**config.mk**
```make
export PLATFORM = sky130hd
export DESIGN_NAME = cla_seq_ctrl
export DESIGN_NICKNAME = d
export VERILOG_FILES = /design/src/rtl/cla_pkg.sv /design/src/rtl/CLA4bit.sv /design/src/rtl/cla_seq_ctrl.sv
export SDC_FILE = /design/constraint.sdc
export NUM_CORES = 1
export LEC_CHECK = 0
export BUFFER_PORTS_ARGS = -buffer_cell sky130_fd_sc_hd__buf_2
export CORE_ASPECT_RATIO = 0.9
export CORE_UTILIZATION = 52
export DETAILED_ROUTE_END_ITERATION = 7
export PLACE_DENSITY = 0.71
export SYNTH_ARGS = -nofsm -noshare
export SYNTH_HDL_FRONTEND = slang
export SYNTH_SLANG_ARGS = --single-unit
```
**constraint.sdc**
```tcl
create_clock -name clk -period 4.5 [get_ports clk]
set_clock_uncertainty 0.15 [all_clocks]
set_input_delay 0.225 -clock clk [delete_from_list [all_inputs] [get_ports clk]]
set_output_delay 0.225 -clock clk [all_outputs]
set_load 0.1 [all_outputs]
```
**src/rtl/cla_pkg.sv**
```systemverilog
// -----------------------------------------------------------------------------
// cla_pkg
// Shared definitions for the nibble-serial CLA sequencer and its 4-bit slice.
//   NIB_W       : width of one CLA slice (one nibble)
//   SLICE_LAT   : cycles from driving slice inputs to its registered result
//   cla_state_e : sequencer states
//   cla_result_cycle() : cycle (acceptance = cycle 0) in which the result
//                        becomes valid, for a given nibble count
// -----------------------------------------------------------------------------
package cla_pkg;

    localparam int NIB_W     = 4;
    localparam int SLICE_LAT = 2;

    typedef enum logic [2:0] {
        IDLE  = 3'd0,
        ISSUE = 3'd1,
        WAIT  = 3'd2,
        LAST  = 3'd3,
        DONE  = 3'd4
    } cla_state_e;

    // Each nibble spends SLICE_LAT cycles in ISSUE/WAIT, then LAST adds one
    // cycle and the registered out_valid one more.
    function automatic int unsigned cla_result_cycle(input int unsigned nib);
        return nib * SLICE_LAT + 2;
    endfunction

endpackage

```
**src/rtl/CLA4bit.sv**
```systemverilog
// -----------------------------------------------------------------------------
// CLA4bit
// Registered 4-bit carry-lookahead adder slice. Inputs are registered on one
// rising edge and the sum/carry on the next, giving a 2-cycle latency. The
// slice has no reset; its owner must not sample it before it has been fed.
// Ports:
//   clk  : clock
//   a, b : nibble operands
//   cin  : carry-in
//   s    : registered nibble sum
//   cout : registered carry-out
// -----------------------------------------------------------------------------
module CLA4bit
    import cla_pkg::*;
(
    input  logic             clk,
    input  logic [NIB_W-1:0] a,
    input  logic [NIB_W-1:0] b,
    input  logic             cin,
    output logic [NIB_W-1:0] s,
    output logic             cout
);

    logic [NIB_W-1:0] a_q;
    logic [NIB_W-1:0] b_q;
    logic             cin_q;
    logic [NIB_W-1:0] g;
    logic [NIB_W-1:0] p;
    logic [NIB_W:0]   c;

    // NOTE: pure datapath registers carry no reset; the sequencer only reads
    // s/cout once valid inputs have been pushed through both stages.
    always_ff @(posedge clk) begin
        // NOTE: sequential state uses non-blocking assignment so every
        // register samples the pre-edge values regardless of statement order.
        a_q   <= a;
        b_q   <= b;
        cin_q <= cin;
    end

    // Lookahead carries computed directly from generate/propagate terms.
    always_comb begin
        // NOTE: every combinational output is assigned on every path so no
        // latch is inferred.
        g    = a_q & b_q;
        p    = a_q ^ b_q;
        c[0] = cin_q;
        c[1] = g[0] | (p[0] & cin_q);
        c[2] = g[1] | (p[1] & g[0]) | (p[1] & p[0] & cin_q);
        c[3] = g[2] | (p[2] & g[1]) | (p[2] & p[1] & g[0])
             | (p[2] & p[1] & p[0] & cin_q);
        c[4] = g[3] | (p[3] & g[2]) | (p[3] & p[2] & g[1])
             | (p[3] & p[2] & p[1] & g[0])
             | (p[3] & p[2] & p[1] & p[0] & cin_q);
    end

    always_ff @(posedge clk) begin
        s    <= p ^ c[NIB_W-1:0];
        cout <= c[NIB_W];
    end

endmodule

```
**src/rtl/cla_seq_ctrl.sv**
```systemverilog
// -----------------------------------------------------------------------------
// cla_seq_ctrl
// Performs a WIDTH-bit add over several cycles by feeding a single registered
// 4-bit CLA slice one nibble at a time, LS nibble first, chaining the slice
// carry-out into the next nibble's carry-in. Valid/ready on both sides; one
// operation in flight at a time.
// Optional feature: define CLA_SEQ_SUB_EN to add the in_sub port (A - B).
// Ports:
//   clk, rst             : clock, asynchronous active-high reset
//   in_valid/in_ready    : operand handshake (ready only in IDLE)
//   in_a, in_b, in_cin   : operands and carry-in, captured on acceptance
//   in_sub               : (CLA_SEQ_SUB_EN only) subtract: B' = ~B, cin = 1
//   out_valid/out_ready  : result handshake
//   out_sum, out_cout    : registered sum and carry-out of the MS nibble
//   out_ovf              : signed overflow of the effective addition
//   busy                 : high whenever the sequencer is not IDLE
// -----------------------------------------------------------------------------
module cla_seq_ctrl
    import cla_pkg::*;
#(
    parameter  int WIDTH = 16,
    localparam int NIB   = WIDTH / NIB_W
) (
    input  logic             clk,
    input  logic             rst,
    input  logic             in_valid,
    output logic             in_ready,
    input  logic [WIDTH-1:0] in_a,
    input  logic [WIDTH-1:0] in_b,
    input  logic             in_cin,
`ifdef CLA_SEQ_SUB_EN
    input  logic             in_sub,
`endif
    output logic             out_valid,
    input  logic             out_ready,
    output logic [WIDTH-1:0] out_sum,
    output logic             out_cout,
    output logic             out_ovf,
    output logic             busy
);

    localparam logic [2:0] ST_IDLE  = IDLE;
    localparam logic [2:0] ST_ISSUE = ISSUE;
    localparam logic [2:0] ST_WAIT  = WAIT;
    localparam logic [2:0] ST_LAST  = LAST;
    localparam logic [2:0] ST_DONE  = DONE;

    localparam int              CNT_W    = (NIB > 1) ? $clog2(NIB) : 1;
    localparam logic [CNT_W-1:0] CNT_LAST = CNT_W'(NIB - 1);

    logic [2:0]                  state_q;
    logic [CNT_W-1:0]            cnt_q;
    logic [NIB-1:0][NIB_W-1:0]   a_q;
    logic [NIB-1:0][NIB_W-1:0]   b_q;
    logic                        cin_q;
`ifdef CLA_SEQ_SUB_EN
    logic                        sub_q;
`endif
    // Sum nibbles 0..NIB-2; the MS nibble goes straight from the slice to
    // out_sum in LAST.
    logic [NIB-2:0][NIB_W-1:0]   part_q;

    logic [NIB-1:0][NIB_W-1:0]   b_eff;
    logic                        cin0;
    logic [NIB_W-1:0]            slice_a;
    logic [NIB_W-1:0]            slice_b;
    logic                        slice_cin;
    logic [NIB_W-1:0]            slice_s;
    logic                        slice_cout;

    // Effective B operand and nibble-0 carry-in.
    always_comb begin
`ifdef CLA_SEQ_SUB_EN
        b_eff = sub_q ? ~b_q : b_q;
        cin0  = sub_q ? 1'b1 : cin_q;
`else
        b_eff = b_q;
        cin0  = cin_q;
`endif
    end

    // Slice inputs depend only on the counter and captured operands, so they
    // stay constant across ISSUE and WAIT of the same nibble. The slice
    // carry register still holds the previous nibble's carry throughout
    // ISSUE/WAIT because it only updates from the inputs registered in ISSUE.
    always_comb begin
        slice_a   = a_q[cnt_q];
        slice_b   = b_eff[cnt_q];
        slice_cin = (cnt_q == '0) ? cin0 : slice_cout;
    end

    CLA4bit u_slice (
        .clk  (clk),
        .a    (slice_a),
        .b    (slice_b),
        .cin  (slice_cin),
        .s    (slice_s),
        .cout (slice_cout)
    );

    assign in_ready = (state_q == ST_IDLE);
    assign busy     = (state_q != ST_IDLE);

    always_ff @(posedge clk or posedge rst) begin
        if (rst) begin
            state_q   <= ST_IDLE;
            cnt_q     <= '0;
            a_q       <= '0;
            b_q       <= '0;
            cin_q     <= 1'b0;
`ifdef CLA_SEQ_SUB_EN
            sub_q     <= 1'b0;
`endif
            part_q    <= '0;
            out_valid <= 1'b0;
            out_sum   <= '0;
            out_cout  <= 1'b0;
            out_ovf   <= 1'b0;
        end else begin
            case (state_q)
                ST_IDLE: begin
                    if (in_valid) begin
                        a_q     <= in_a;
                        b_q     <= in_b;
                        cin_q   <= in_cin;
`ifdef CLA_SEQ_SUB_EN
                        sub_q   <= in_sub;
`endif
                        cnt_q   <= '0;
                        state_q <= ST_ISSUE;
                    end
                end

                ST_ISSUE: begin
                    // Slice now presents the previous nibble's result.
                    if (cnt_q != '0) begin
                        part_q[cnt_q - CNT_W'(1)] <= slice_s;
                    end
                    state_q <= ST_WAIT;
                end

                ST_WAIT: begin
                    if (cnt_q == CNT_LAST) begin
                        state_q <= ST_LAST;
                    end else begin
                        cnt_q   <= cnt_q + CNT_W'(1);
                        state_q <= ST_ISSUE;
                    end
                end

                ST_LAST: begin
                    out_sum   <= {slice_s, part_q};
                    out_cout  <= slice_cout;
                    out_ovf   <= (a_q[NIB-1][NIB_W-1] == b_eff[NIB-1][NIB_W-1])
                              && (slice_s[NIB_W-1] != a_q[NIB-1][NIB_W-1]);
                    out_valid <= 1'b1;
                    state_q   <= ST_DONE;
                end

                ST_DONE: begin
                    if (out_ready) begin
                        out_valid <= 1'b0;
                        state_q   <= ST_IDLE;
                    end
                end

                default: begin
                    state_q <= ST_IDLE;
                end
            endcase
        end
    end

endmodule

```
==> results.md, run 1 <==
• **unrepaired setup endpoints after global routing** no
• **first drt pass iteration count** 4
• **effective utilization at floorplan** 54.5%
• **endpoints failing hold** 38
• **path type of the worst setup path** flip-flop to flip-flop
• **global-route wire length before repair** 9.64 mm
• **number of rows created at floorplan** 27
• **number of nets with antenna violations after detailed routing** 0
• **highest fanout seen on the critical path** 13
• **post-place instance area** 3720 um2
• **routed wirelength normalized by instance count** 13.7 um
• **startpoint class of the critical path** flip-flop
• **core utilization of the finished layout** 68.8%
• **largest cells by area after synthesis** dfrtp_1 51%, mux2_2 20%, dfxtp_1 8.3%, mux4_2 5.3%, ha_1 3.3%
• **post-synthesis instance area** 3390 um2
• **Pleak** 2.02 nW
• **post-synthesis cell count** 218
• **YS warnings** 0
• **TritonCTS sink count** 83
• **sequential fraction of the synthesis area** 59.2%
• **vias in the first global route** 2059
• **Overflow after GRT** 0
• **final-stage net count** 359
• **overall routing resource usage** 18.6%
• **final number of setup-violating endpoints** 0
• **Detailed Route Iter0 Violations** 82
• **Synth area leader** dfrtp_1
• **number of flops mapped to enable cells by yosys** 0
• **uppermost metal layer occupied by signal nets** met4
• **crit path from** cnt_q[0]
• **remaining max-slew budget at the tightest pin** 39.9%
• **post-synth net total** 265
• **ratio of cells with drive above 1 in the final layout** 46.4%
• **max-capacitance violation count** 0
• **total power draw** 3.37 mW
• **Floorplan Core Area** 6220 um2
• **total I/O pin count** 58
• **detailed-route wire length on metal 1** 2.49 mm
• **Synth cell types** 29
• **Mapped Avg Cell Area** 15.5 um2
• **Slowest-stage cell, CP** dfrtp_1
• **post-cts repair resize count** 0
• **violations in the final reports** negative hold slack
• **cell area power density** 788 nW/um2
• **worst hold margin** -0.0121 ns
• **result of the run** finished with violations
• **DRC violation count after routing** 0
• **Main synth FF type** dfrtp_1
• **maximum clock rate** 453 MHz
• **#FFs+latches synth** 83
• **Die ar.** 6850 um2
• **Via density** 4.90
• **clock tree buffer depth** 2
• **Die Span X** 87.1 um
• **cell chain of the critical path** inv_1 > ha_1 > nor4b_4 > nand2_1 > mux2_2
• **DP Worst Slack** 2.24 ns
• **pin slew with the least headroom to its limit** 0.898 ns
• **maximum number of pins on one net before global-route repair** 70
• **post-route setup TNS** 0 ns
• **most numerous cell in the Yosys netlist** dfrtp_1
• **total wirelength of the detailed-routed design** 5.52 mm
• **TritonCTS clock tree** done
• **half-perimeter wire length after detailed placement** 3.60 mm
• **met2 wire length** 2.71 mm
• **final clock period utilization by the worst path** 49.0%
• **CTS Root Cell** clkbuf_8
• **maximum cell stage delay along the critical path** 0.77 ns
• **total number of vias** 1978
• **proportion of register bits with asynchronous set or reset after synthesis** 83.1%
• **Antenna diodes** 0
• **worst vdd ir** 377 uV
• **height of the chip** 78.6 um
• **Worst setup EP type** flip-flop
• **routability cong.** 0.698
• **fillcell total** 478
• **hold crit path type** input pin to asynchronous set/reset pin
• **max-slew violation count** 0
• **clock transition at the registers of the reported paths** 0.08 ns
• **layout overhead on the synthesized area** 26.1%
• **share of the synthesized area in the top cell type** 50.9%
• **H-Tree Depth** 3
• **antenna violations before repair** 0
• **data arrival time of the worst path** 2.29 ns
• **source of the worst register-to-register timing path** cnt_q[0]
• **final critical delay including setup and external delays** 2.21 ns
• **wire length on met3** 267 um
• **clock network latency to the later pin of the worst-skew pair** 0.34 ns
• **cts bufs inserted** 9
• **Setup WS post-layout** 2.29 ns
• **post-route cell area** 4280 um2
• **number of I/O port buffers** 57
• **required arrival time at the worst endpoint** 4.58 ns
• **Synth top cells by count** 69 x dfrtp_1, 60 x mux2_2, 14 x dfxtp_1
critical path, delay by kind of cell, from the launching register on:
family	cells	cell delay (ns)
buffers and inverters	1	0.15
multiplexers	1	0.30
flip-flops	1	0.77
AND/OR/NAND/NOR	2	0.46
adder cells (fa/ha/maj)	1	0.28
per-layer routing:
layer	global-route usage (%)	up-vias
met5	0	-
met4	4.43	0
met3	6.62	6
met2	30.4	46
met1	24.0	967
li1	-	959
path summary, 6_finish.rpt:
kind | slack (ns) | endpoint | cells after the start
setup / recovery | 2.29 | part_q[5] | 5
hold / removal | -0.01 | out_ovf | 3
setup reg to reg | 2.29 | part_q[5] | 5
hold reg to reg | 0.33 | out_ovf | 2
max in group asynchronous | 3.67 | cnt_q[0] | 3
min in group clk | 0.02 | state_q[2] | 4
cell usage in the layout, fill, tap and decap left out:
master         instances
a21o_1                 3
a21oi_1                5
a22o_1                 1
a31o_2                 1
and3b_1                1
buf_2                 57
buf_4                  2
bufinv_16              1
clkbuf_8              12
clkinv_2               2
clkinvlp_4             1
dfrtp_1               69
dfxtp_1               14
dlygate4sd3_1         34
fa_1                   1
ha_1                   9
inv_1                  8
inv_2                  1
mux2_1                 4
mux2_2                60
mux4_2                 8
nand2_1                5
nand2b_1               1
nand3_1                1
nand3b_1               2
nor2_1                 4
nor3_1                 2
nor4b_1                1
nor4b_4                2
o21ai_0                1
o31ai_1                1
xnor2_1                2
xor2_1                 1
sequential cells by signal (all words and copies together) (netlist names):
signal / count
u_slice.cin_q: 1
out_ovf: 1
state_q: 3
a_q: 16
cnt_q: 2
b_eff: 16
u_slice.a_q: 4
out_sum: 16
u_slice.s: 4
out_valid: 1
u_slice.b_q: 4
part_q: 12
u_slice.cout: 1
out_cout: 1
cin0: 1
through the flow:
stage,cells,hold WS [ns]
after floorplan,218,0.210
after global placement,354,0.292
after detailed placement,354,0.300
after CTS,404,0.00453
after global routing,404,0.0343
final,404,-0.0121
what timing repair did:
item | in CTS | in global routing
hold endpoints to repair | 34 | 0
setup buffers | 0 | 0
hold buffers | 34 | 0
cells by family (layout without fill, tap and decap cells):
kind of cell	after synthesis	after routing	share of synthesized area, %
xor gates and xnor gates	3	3	0.775
adders and majority gates	10	10	3.91
AOI/OAI and AO/OA	12	12	2.29
buffers and inverters	19	118	3.25
and+or+nand+nor	19	19	3.99
DFF	83	83	59.2
muxes	72	72	26.6
report_power, final:
group          leakage (nW)  total [mW]  internal [mW]  switching [mW]
sequential            0.972        1.35           1.10           0.249
clock                 0.108       0.546          0.300           0.246
combinational         0.940        1.48          0.581           0.896
total                  2.02        3.37           1.98            1.39
area by class of cell:
cell class,count,area [um2],area share (%)
Sequential cell,83,2010,46.9
Timing Repair Buffer,93,641,15.0
Clock inverter,4,47.5,1.11
Multi-Input combinational cell,116,1270,29.8
Clock buffer,12,165,3.86
Inverter,9,33.8,0.790
Tap cell,87,109,2.55
Power figures use the tool's default switching activity.
==> run 2: changes to the inputs <==
--- a/config.mk
+++ b/config.mk
@@ -5,11 +5,12 @@
 export SDC_FILE = /design/constraint.sdc
 export NUM_CORES = 1
 export LEC_CHECK = 0
+export ABC_AREA = 1
 export BUFFER_PORTS_ARGS = -buffer_cell sky130_fd_sc_hd__buf_2
 export CORE_ASPECT_RATIO = 0.9
 export CORE_UTILIZATION = 52
 export DETAILED_ROUTE_END_ITERATION = 7
-export PLACE_DENSITY = 0.71
+export PLACE_DENSITY = 0.7
 export SYNTH_ARGS = -nofsm -noshare
 export SYNTH_HDL_FRONTEND = slang
 export SYNTH_SLANG_ARGS = --single-unit
==> constraint.sdc (replaced) <==
create_clock -name clk -period 2.2 [get_ports clk]
set_clock_uncertainty 0.15 [all_clocks]
set_input_delay 0.11 -clock clk [delete_from_list [all_inputs] [get_ports clk]]
set_output_delay 0.11 -clock clk [all_outputs]
set_load 0.1 [all_outputs]
==> results.md, run 2 <==
• **switching power as a share of total power** 44.6%
• **required arrival time at the worst endpoint** 1.94 ns
• **Die ar.** 7150 um2
• **number of I/O port buffers** 57
• **total number of vias** 2914
• **half-perimeter wire length after detailed placement** 4.67 mm
• **layout overhead on the synthesized area** 28.3%
• **maximum number of pins on one net before global-route repair** 51
• **endpoints failing hold** 0
• **total wirelength of the detailed-routed design** 7.29 mm
• **antenna violations before repair** 0
• **Synth top cells by count** 125 x nand2_1, 69 x dfrtp_1, 54 x inv_1
• **met1 usage in global routing** 29.6%
• **cell area power density** 1460 nW/um2
• **Antenna diodes** 0
• **routability cong.** 0.794
• **Main synth FF type** dfrtp_1
• **worst r2r path cells** 5
• **hold crit path type** input pin to asynchronous set/reset pin
• **total I/O pin count** 58
• **most numerous cell in the Yosys netlist** nand2_1
• **CTS Root Cell** clkbuf_8
• **largest cells by area after synthesis** dfrtp_1 49%, nand2_1 13%, dfxtp_1 7.9%, o21ai_0 6.1%, inv_1 5.7%
• **#FFs+latches synth** 83
• **Setup WS post-layout** 0.297 ns
• **Most Frequent Cell on Critical Path** nor2_4
• **Overflow after GRT** 0
• **unrepaired setup endpoints after global routing** no
• **H-Tree Depth** 3
• **Slowest-stage cell, CP** dfrtp_1
• **number of nets with antenna violations after detailed routing** 0
• **effective utilization at floorplan** 53.8%
• **Die Span X** 89.0 um
• **Setup Buffers After CTS** 0
• **post-place instance area** 3940 um2
• **path type of the worst setup path** flip-flop to primary output
• **max-capacitance violation count** 0
• **GR Layer Usage met3** 7.30%
• **Combinational Power Share** 42.0%
• **final clock period utilization by the worst path** 86.5%
• **height of the chip** 80.3 um
• **setup slack on the worst flop-to-flop path** 0.44 ns
• **commonest cells after routing, fill and taps aside** 125 x nand2_1, 69 x dfrtp_1, 57 x buf_2, 53 x inv_1, 43 x o21ai_0
• **DRC violation count after routing** 0
• **YS warnings** 0
• **routed wirelength normalized by instance count** 12.1 um
• **data arrival time of the worst path** 1.64 ns
• **net load switching power** 2.96 mW
• **maximum cell stage delay along the critical path** 0.48 ns
• **Floorplan Core Area** 6590 um2
• **highest fanout seen on the critical path** 5
• **final-stage net count** 555
• **global-route wire length before repair** 12.3 mm
• **source of the worst register-to-register timing path** state_q[2]
• **maximum clock rate** 526 MHz
• **clock transition at the registers of the reported paths** 0.09 ns
• **clock network fraction of total power** 20.2%
• **pin slew with the least headroom to its limit** 0.717 ns
• **max-slew violation count** 0
• **cell internal power dissipation** 3.67 mW
• **startpoint class of the critical path** flip-flop
• **Synth area leader** dfrtp_1
• **number of rows created at floorplan** 28
• **worst hold margin** 0.267 ns
• **post-route cell area** 4550 um2
• **DP Worst Slack** 0.477 ns
• **final number of setup-violating endpoints** 0
• **number of flops mapped to enable cells by yosys** 0
• **TritonCTS clock tree** done
• **Detailed Route Iter0 Violations** 121
• **cts bufs inserted** 9
• **post-synth net total** 460
• **overall routing resource usage** 23.4%
• **post-synthesis cell count** 413
• **most utilized layer in the global route result** met2
• **clock network latency to the later pin of the worst-skew pair** 0.36 ns
• **remaining max-slew budget at the tightest pin** 52.1%
• **result of the run** finished clean
• **cell chain of the critical path** nor2_4 > inv_1 > nor2_4 > buf_2
• **final critical delay including setup and external delays** 1.90 ns
• **commonest non-fill, non-tap cell in the layout** nand2_1
• **vias in the first global route** 2719
• **ratio of cells with drive above 1 in the final layout** 17.3%
• **Pleak** 2.48 nW
• **capture instance of the worst register-to-register path** a_q[15]
• **worst vdd ir** 610 uV
• **first drt pass iteration count** 5
• **Synth cell types** 24
• **post-synthesis instance area** 3550 um2
• **met2 capacity usage during global routing** 37.7%
• **proportion of register bits with asynchronous set or reset after synthesis** 83.1%
• **TritonCTS sink count** 83
• **clock tree buffer depth** 2
• **Worst setup EP type** primary output
• **post-route setup TNS** 0 ns
• **register share of total power** 37.8%
• **share of the synthesized area in the top cell type** 48.7%
• **Via density** 4.83
• **sequential fraction of the synthesis area** 56.6%
• **Mapped Avg Cell Area** 8.59 um2
==> run 2: worst max-delay path: cells and delay by family, from the launching register on <==
kind	cells	cell delay, ns
buffers and inverters	2	0.53
DFF	1	0.48
and+or+nand+nor	2	0.27
==> run 2: area by class of cell <==
type / count / area, um2
inverter: 57 / 214
tap: 90 / 113
fill: 535 / 2040
sequential: 83 / 2010
clock inverter: 6 / 111
timing repair buffer: 100 / 723
multi-input combinational: 257 / 1240
clock buffer: 10 / 138
==> run 2: routing by layer <==
metal | wire length (um) | vias to the layer above
met3 | 300 | 5
met2 | 3540 | 71
met5 | 0 | -
met1 | 3360 | 1345
li1 | - | 1493
met4 | 94 | 0
==> run 2: power groups by stage <==
| stage | logic (mW) | registers (mW) | clock network (mW) |
|---|---|---|---|
| after floorplan | 1.54 | 3.18 | 0 |
| after global placement | 2.67 | 2.52 | 0 |
| after detailed placement | 2.75 | 2.52 | 0 |
| after CTS | 2.80 | 2.50 | 1.37 |
| after global routing | 3.11 | 2.58 | 1.44 |
| final | 2.78 | 2.50 | 1.34 |
==> run 2: cell families (layout without fill, tap and decap cells) <==
family	Yosys count	count (layout)	share of synthesized area, %
flip-flops	83	83	56.6
AND/OR/NAND/NOR	177	177	21.0
AO/OA/AOI/OAI	69	69	9.92
XOR/XNOR	1	1	0.247
buffers and inverters	73	173	8.50
adder cells (fa/ha/maj)	10	10	3.74
==> run 2: timing repair <==
item	in CTS	in global routing
gates resized for setup	0	0
hold buffers	36	0
hold endpoints to repair	69	0
==> run 2: stage by stage <==
stage	instances	util [%]	total power, mW
6_report	603	69.1	6.63
5_1_grt	603	69.1	7.13
4_1_cts	603	69.1	6.68
3_5_place_dp	551	59.8	5.27
3_3_place_gp	551	59.8	5.18
2_1_floorplan	413	-	4.72
==> run 2: worst max path at each step <==
stage	start	to	depth (start not counted)
floorplan	state_q[2]	busy	4
global placement	state_q[1]	a_q[10]	5
detailed placement	state_q[2]	a_q[10]	5
CTS	state_q[2]	in_ready	4
global route	state_q[2]	in_ready	4
finish	state_q[2]	in_ready	4
==> run 3: changes to the inputs <==
==> constraint.sdc (replaced) <==
create_clock -name clk -period 2.35 [get_ports clk]
set_clock_uncertainty 0.15 [all_clocks]
set_input_delay 0.1175 -clock clk [delete_from_list [all_inputs] [get_ports clk]]
set_output_delay 0.1175 -clock clk [all_outputs]
set_load 0.1 [all_outputs]
==> results.md, run 3 (synthesized netlist as in run 2, its figures left out) <==
• **hold crit path type** input pin to asynchronous set/reset pin
• **Overflow after GRT** 0
• **cell area power density** 1360 nW/um2
• **clock tree buffer depth** 2
• **path type of the worst setup path** flip-flop to flip-flop
• **H-Tree Depth** 3
• **fillcell total** 545
• **routed wirelength normalized by instance count** 11.7 um
• **number of rows created at floorplan** 28
• **final number of setup-violating endpoints** 0
• **detailed-route wire length on metal 1** 3.19 mm
• **worst vdd ir** 555 uV
• **post-place instance area** 3920 um2
• **commonest cells after routing, fill and taps aside** 125 x nand2_1, 69 x dfrtp_1, 57 x buf_2, 53 x inv_1, 43 x o21ai_0
• **unrepaired setup endpoints after global routing** no
• **commonest non-fill, non-tap cell in the layout** nand2_1
• **TritonCTS sink count** 83
• **routability cong.** 0.794
• **CTS Root Cell** clkbuf_8
• **overall routing resource usage** 22.2%
• **startpoint class of the critical path** flip-flop
• **vias in the first global route** 2764
• **remaining max-slew budget at the tightest pin** 53.1%
• **register share of total power** 38.4%
• **first drt pass iteration count** 6
• **crit path from** cnt_q[1]
• **data arrival time of the worst path** 2.11 ns
• **clock network fraction of total power** 19.6%
• **Via density** 4.85
• **uppermost metal layer occupied by signal nets** met4
• **post-route setup TNS** 0 ns
• **total wirelength of the detailed-routed design** 7.04 mm
• **endpoints failing hold** 0
• **number of nets with antenna violations after detailed routing** 0
• **met2 wire length** 3.48 mm
• **Die ar.** 7150 um2
• **maximum number of pins on one net before global-route repair** 70
• **total number of vias** 2921
• **ratio of cells with drive above 1 in the final layout** 17.2%
• **highest fanout seen on the critical path** 15
• **switching power as a share of total power** 44.8%
• **half-perimeter wire length after detailed placement** 4.58 mm
• **final clock period utilization by the worst path** 86.0%
• **Worst setup EP type** flip-flop
• **Die Span X** 89.0 um
• **global-route wire length before repair** 12.0 mm
• **wire length on met3** 276 um
• **DRC violation count after routing** 0
• **clock transition at the registers of the reported paths** 0.08 ns
• **worst hold margin** 0.217 ns
• **final-stage net count** 554
• **Antenna diodes** 0
• **number of I/O port buffers** 57
• **Detailed Route Iter0 Violations** 138
• **Combinational Power Share** 42.0%
• **max-capacitance violation count** 0
• **maximum clock rate** 495 MHz
• **cell internal power dissipation** 3.39 mW
• **total I/O pin count** 58
• **height of the chip** 80.3 um
• **net load switching power** 2.76 mW
• **Pleak** 2.47 nW
• **pin slew with the least headroom to its limit** 0.700 ns
• **antenna violations before repair** 0
• **post-route cell area** 4520 um2
• **final critical delay including setup and external delays** 2.02 ns
• **layout overhead on the synthesized area** 27.5%
• **result of the run** finished clean
• **source of the worst register-to-register timing path** cnt_q[1]
• **number of placed cells counting well taps** 550
• **cts bufs inserted** 9
• **max-slew violation count** 0
• **total power draw** 6.15 mW
• **Floorplan Core Area** 6590 um2
• **required arrival time at the worst endpoint** 2.44 ns
• **non-filler instance count after layout** 602
• **effective utilization at floorplan** 53.8%
• **TritonCTS clock tree** done
• **clock network latency to the later pin of the worst-skew pair** 0.34 ns
[run 3: cell count changes in the layout (fill, tap and decap cells not counted), sizes merged]
| cell | previous run | this run |
|---|---|---|
| clkinv | 1 | 3 |
| inv | 58 | 57 |
| buf | 64 | 63 |
| clkbuf | 10 | 9 |
[run 3: what timing repair did]
action | CTS | global route
endpoints found under the hold margin | 105 | 0
buffers inserted | 0 | 0
hold buffers | 36 | 0
setup endpoints to repair | 0 | 0
resized for setup | 0 | 0
[run 3: worst paths after layout]
check	end	slack, ns	cells after the start
min reg2reg	out_sum[10]	0.33	2
max	part_q[0]	0.33	6
min in group clk	out_sum[10]	0.33	2
max reg2reg	part_q[0]	0.33	6
max in group asynchronous	state_q[1]	1.40	4
min	a_q[15]	0.22	4
[run 3: worst max-delay path, cell delays in order (launching register included)]
cell and delay (ns):
dfrtp_1 0.47, inv_1 0.25, ha_1 0.29, inv_1 0.32, nand4_1 0.25, nand2_1 0.11
nand2_1 0.06
[run 3: final cells by class]
cell class	count	area [um2]	area share [%]
repair buffers	99	703	15.6
clock inverters	7	116	2.57
clock buffers	9	124	2.74
multi-input cells	257	1240	27.5
well taps	90	113	2.49
inverters	57	214	4.73
flip-flops and latches	83	2010	44.4
[run 3: power groups by stage]
| stage | combinational, mW | sequential [mW] | clock (mW) |
|---|---|---|---|
| 5_1_grt | 2.90 | 2.43 | 1.28 |
| 4_1_cts | 2.60 | 2.36 | 1.24 |
| 6_report | 2.58 | 2.36 | 1.20 |
| 3_5_place_dp | 2.55 | 2.38 | 0 |
| 3_3_place_gp | 2.49 | 2.37 | 0 |
| 2_1_floorplan | 1.44 | 2.98 | 0 |
[run 3: metrics by stage]
step | setup WS, ns | utilization (%)
2_1_floorplan | 0.312 | -
3_3_place_gp | 0.496 | 59.5
3_5_place_dp | 0.360 | 59.5
4_1_cts | 0.361 | 68.7
5_1_grt | 0.153 | 68.7
6_report | 0.329 | 68.7
[run 3: metal layers]
layer	GRT usage, %	vias to the layer above
met2	38.6	69
met3	4.93	9
met4	7.94	0
li1	-	1490
met1	27.1	1353
met5	0	-
